File: config.mk
export PLATFORM = sky130hd
export DESIGN_NAME = demux1to4_32bit_buf
export DESIGN_NICKNAME = d
export VERILOG_FILES = /design/src/rtl/demux1to4_32bit_buf_pkg.sv /design/src/rtl/demux_slot_32bit.sv /design/src/rtl/demux1to4_32bit_buf.sv
export SDC_FILE = /design/constraint.sdc
export NUM_CORES = 1
export LEC_CHECK = 0
export CAP_MARGIN = 10
export CORE_MARGIN = 2
export CORE_UTILIZATION = 41
export CTS_CLUSTER_DIAMETER = 120
export DETAILED_ROUTE_END_ITERATION = 16
export GPL_ROUTABILITY_DRIVEN = 0
export PLACE_DENSITY = 0.85
export SLEW_MARGIN = 20
export SYNTH_ARGS = -nofsm -noshare
export SYNTH_HDL_FRONTEND = slang
export SYNTH_SLANG_ARGS = --single-unit
export TNS_END_PERCENT = 1
File: constraint.sdc
create_clock -name clk -period 1.33 [get_ports clk]
set_input_delay 0.266 -clock clk [delete_from_list [all_inputs] [get_ports clk]]
set_output_delay 0.266 -clock clk [all_outputs]
set_load 0.005 [all_outputs]
File: src/rtl/demux1to4_32bit_buf_pkg.sv
// Shared constants and the select decoder for the 1-to-4 buffered demux.
package demux1to4_32bit_buf_pkg;

  localparam int DATA_W = 32;
  localparam int NCH    = 4;
  localparam int SEL_W  = 2;

  // One-hot decode of a channel index, gated by an enable.
  function automatic logic [NCH-1:0] sel_decode(input logic [SEL_W-1:0] sel,
                                                input logic             en);
    logic [NCH-1:0] dec;
    dec = '0;
    for (int i = 0; i < NCH; i++) begin
      dec[i] = en && (sel == SEL_W'(i));
    end
    return dec;
  endfunction

endpackage

File: src/rtl/demux_slot_32bit.sv
// One-entry holding register with a full flag. A load always wins over a
// drain, so a same-cycle drain+refill keeps the slot full with no bubble.
module demux_slot_32bit #(
  parameter int WIDTH = 32
) (
  input  logic             clk,
  input  logic             rst_n,
  input  logic             load,
  input  logic [WIDTH-1:0] load_data,
  input  logic             drain,
  output logic [WIDTH-1:0] data_q,
  output logic             full_q
);

  // Holding register and full flag; drain requests on an empty slot are ignored.
  always_ff @(posedge clk or negedge rst_n) begin
    if (!rst_n) begin
      data_q <= '0;
      full_q <= 1'b0;
    end else if (load) begin
      data_q <= load_data;
      full_q <= 1'b1;
    end else if (drain && full_q) begin
      full_q <= 1'b0;
    end
  end

endmodule

File: src/rtl/demux1to4_32bit_buf.sv
// 1-to-4 demultiplexer with a one-word buffer per output channel.
// Each channel is an independent valid/ready stage; a stalled channel only
// blocks words addressed to it.
module demux1to4_32bit_buf
  import demux1to4_32bit_buf_pkg::*;
#(
  parameter int WIDTH = DATA_W,
  parameter int NCH   = 4
) (
  input  logic                 clk,
  input  logic                 rst_n,
  input  logic [WIDTH-1:0]     in_data,
  input  logic [SEL_W-1:0]     in_sel,
  input  logic                 in_valid,
  output logic                 in_ready,
  output logic [4*WIDTH-1:0]   out_data,
  output logic [3:0]           out_valid,
  input  logic [3:0]           out_ready
);

  logic [NCH-1:0]   full_q;
  logic [NCH-1:0]   load_en;
  logic [WIDTH-1:0] data_q [NCH];
  logic             accept;

  // Selected channel can take a word if empty or being drained this cycle.
  always_comb begin
    in_ready = !full_q[in_sel] || out_ready[in_sel];
    accept   = in_valid && in_ready;
    load_en  = sel_decode(in_sel, accept);
  end

  genvar gi;
  generate
    for (gi = 0; gi < NCH; gi++) begin : g_slot
      demux_slot_32bit #(
        .WIDTH(WIDTH)
      ) u_slot (
        .clk      (clk),
        .rst_n    (rst_n),
        .load     (load_en[gi]),
        .load_data(in_data),
        .drain    (out_ready[gi]),
        .data_q   (data_q[gi]),
        .full_q   (full_q[gi])
      );

      assign out_data[gi*WIDTH +: WIDTH] = data_q[gi];
      assign out_valid[gi]               = full_q[gi];
    end
  endgenerate

endmodule
==> results.md <==
- Status: finished, violations left
- Failing checks: setup timing
- Worst-margin pin slew: 0.319 ns
- CTS clk-pin slew, worst paths: 0.06 ns
- # diodes: 0
- Register area: 3300 um2
- Netlist Area Pre-Place: about 5000 um2
- Via-to-Cell Ratio: 5.11
- Endpoint type of the worst setup path: output pin
- CTS tree: done
- Cell Int Power: 9730 uW
- Row cnt: 40
- Yosys reg bits: 132
- Share of layout cells above drive strength 1: 40.0%
- Multi-input logic area: 1940 um2
- Post-Syn Instances: 295
- H-Tree Depth: 4
- Period minus WS final: 1.83 ns
- RSZ-0062 raised after global routing: true
- Tcrit/Tclk final: 138%
- Routed wire length: 13400 um
- Netlist cell types: 15
- DRC viols: 0
- Leading cell types by count after synthesis: dfrtp_1, mux2_2, buf_4
- Critical path data arrival time: 1.56 ns
- Max transition margin: 78.7%
- Fin Setup TNS: -20.22 ns
- Placeable Area: 12000 um2
- Syn nets: 336
- Final Net Count: 534
- Setup Viol. Count Final: 120
- Grt total ovfl: 0
- Reg2reg end: g_slot[2].u_slot.data_q[5]
- Switching Share: between 20 and 25%
- Static Leak: 0.00366 uW
- Post-DP HPWL: slightly below 9000 um
- Comb pwr share: 24.2%
- Count leader, synth: dfrtp_1
- Clk_skew: 0.00516 ns
- Maxcap violations: 0
- Fin util: between 60% and 70%
- Critical path type: flop to output pin
- Final Power: 12800 uW
- Fin. Hold Viols: 0
- Clk pwr share: 33.9%
- Fill count: 807
- Post-synth EDFFs: 0
- CTS buffer count: 17
- Clock latency on the worst-skew pair: about 0.41 ns
- Net Switching: 3120 uW
- WL per Instance: just over 20 um
- Top_reg_cell synth: dfrtp_1
- Area post-placement: 7070 um2
- Worst hold path class: input pin to asynchronous set/reset pin
- Ys Warns: 0
- Starting Density: 41.8%
- Clk sinks: ~130
- Final Instance Area: 7970 um2
- Min setup slack post-route: -0.501 ns
- Via count: 3321
- Fin Hold WS: ~0.3 ns
- Pins Over Slew Limit: 0
- Reg power frac: 41.9%
- CTS Buffer Depth: 2
- Port buffer count: 173
- First-pass GRT wire length: 20700 um
- Startpoint Class: flop
- Crit Reg-Reg Startpoint: g_slot[2].u_slot.full_q
- Dominant cells by area after synthesis: dfrtp_1, mux2_2, buf_4, mux2_1, buf_6
- Yosys top cell area share: 66.1%
- Dominant cell type by area after synthesis: dfrtp_1
- Reg2reg setup slack: -0.30 ns
- Fmax: ~0.55 GHz
- Fraction of registers with async set/reset: 100%
- Die width: 114 um
- Iteration-0 DRC Markers: 182
- Largest net degree at the start of global routing: 48
- Die area: 13100 um2
- Crit Path Max Fanout: 2
- Antenna violations before repair: 0
- Max IR drop VDD: 1.05 mV
- Final ANT Viol Nets: 0
- Register area share after synthesis: 66.1%
- Pre-Repair DR Iteration Count: 4
- Required @ worst endpoint: roughly 1.1 ns
- Pwr/cell area: 1610 nW/um2
- CTS Root Cell: clkbuf_16
- Ports: 174
- Synth-to-layout area growth: 59.5%
- Vias in the first global route: 3791
- Reg2Reg Depth: 5
- Die height: 114 um
- Avg Synthesized Cell Area: ~17 um2
- GRT Util Overall: between 20% and 30%
[worst max path at each step]
stage          depth (start not counted)                          end                    start  slack [ns]
6_report                               3                     in_ready  g_slot[3].u_slot.full_q       -0.50
5_1_grt                                3                     in_ready  g_slot[3].u_slot.full_q       -0.55
4_1_cts                                3                     in_ready  g_slot[3].u_slot.full_q       -0.52
3_5_place_dp                           4                     in_ready             out_ready[3]       -0.78
3_3_place_gp                           4                     in_ready             out_ready[1]       -0.72
2_1_floorplan                          4  g_slot[2].u_slot.data_q[10]  g_slot[2].u_slot.full_q       -0.02
[sequential cells by signal, summed over array words and instances, names as in the netlist]
name	cells
g_slot.u_slot.data_q	128
g_slot.u_slot.full_q	4
[logic make-up (layout without fill, tap and decap cells)]
group / after synthesis / in the layout / share of synthesized area, %
buffers and inverters: 18 / 226 / 2.73
AO/OA/AOI/OAI: 1 / 1 / 0.100
AND/OR/NAND/NOR: 15 / 15 / 1.83
flip-flops: 132 / 132 / 66.1
multiplexers: 129 / 129 / 29.3
[through the flow]
step / setup WS [ns] / instances
finish: -0.501 / 650
global placement: -0.721 / 618
floorplan: -0.0227 / 295
global route: -0.546 / 650
detailed placement: -0.784 / 618
CTS: -0.517 / 650
[cell type report]
type | count | share of cell area (%)
timing repair buffer | 197 | 24.9
sequential | 132 | 41.4
clock buffer | 25 | 6.34
multi-input combinational | 145 | 24.4
tap | 147 | 2.31
clock inverter | 4 | 0.596
[power groups by stage]
stage	Clock, uW	Sequential, uW	Combinational (uW)
finish	4360	5380	3110
global route	4610	5470	3320
CTS	4420	5340	2970
detailed placement	0	5380	3150
global placement	0	5330	3050
floorplan	0	5380	854
[metal layers]
| layer | wire length, um | GRT usage (%) | vias up |
|---|---|---|---|
| li1 | - | - | 1432 |
| met1 | 5470 | 24.9 | 1738 |
| met2 | 6650 | 34.1 | 129 |
| met3 | 1070 | 9.48 | 22 |
| met4 | 235 | 8.05 | 0 |
| met5 | 0 | 0 | - |
[critical path, cell delays in order (launching register included)]
cell,delay [ns]
dfrtp_1,0.38
nand2b_1,0.10
mux4_2,0.53
buf_6,0.14
[cells in the final DEF (no fill, tap or decap), types with 3 or more instances in the layout]
| cell | synthesis | routed |
|---|---|---|
| mux2_4 | 0 | 93 |
| mux2_2 | 124 | 34 |
| clkdlybuf4s15_1 | 0 | 115 |
| clkbuf_16 | 0 | 17 |
| buf_4 | 11 | 11 |
| nand2_1 | 5 | 5 |
| clkbuf_8 | 0 | 5 |
| buf_12 | 0 | 10 |
| clkdlybuf4s50_1 | 0 | 37 |
| dfrtp_1 | 132 | 132 |
| nand2b_1 | 4 | 4 |
| buf_6 | 3 | 7 |
| clkbuf_1 | 0 | 3 |
| clkbuf_2 | 0 | 14 |
[what timing repair did]
action                                 in CTS  in global routing
setup endpoints to repair                 261                170
pin swaps                                   1                  0
setup buffers                               2                  0
endpoints found under the hold margin      15                  0
hold buffers                                1                  0
resized for setup                         304                 84
Note: power is estimated with default switching activity, not from simulation.
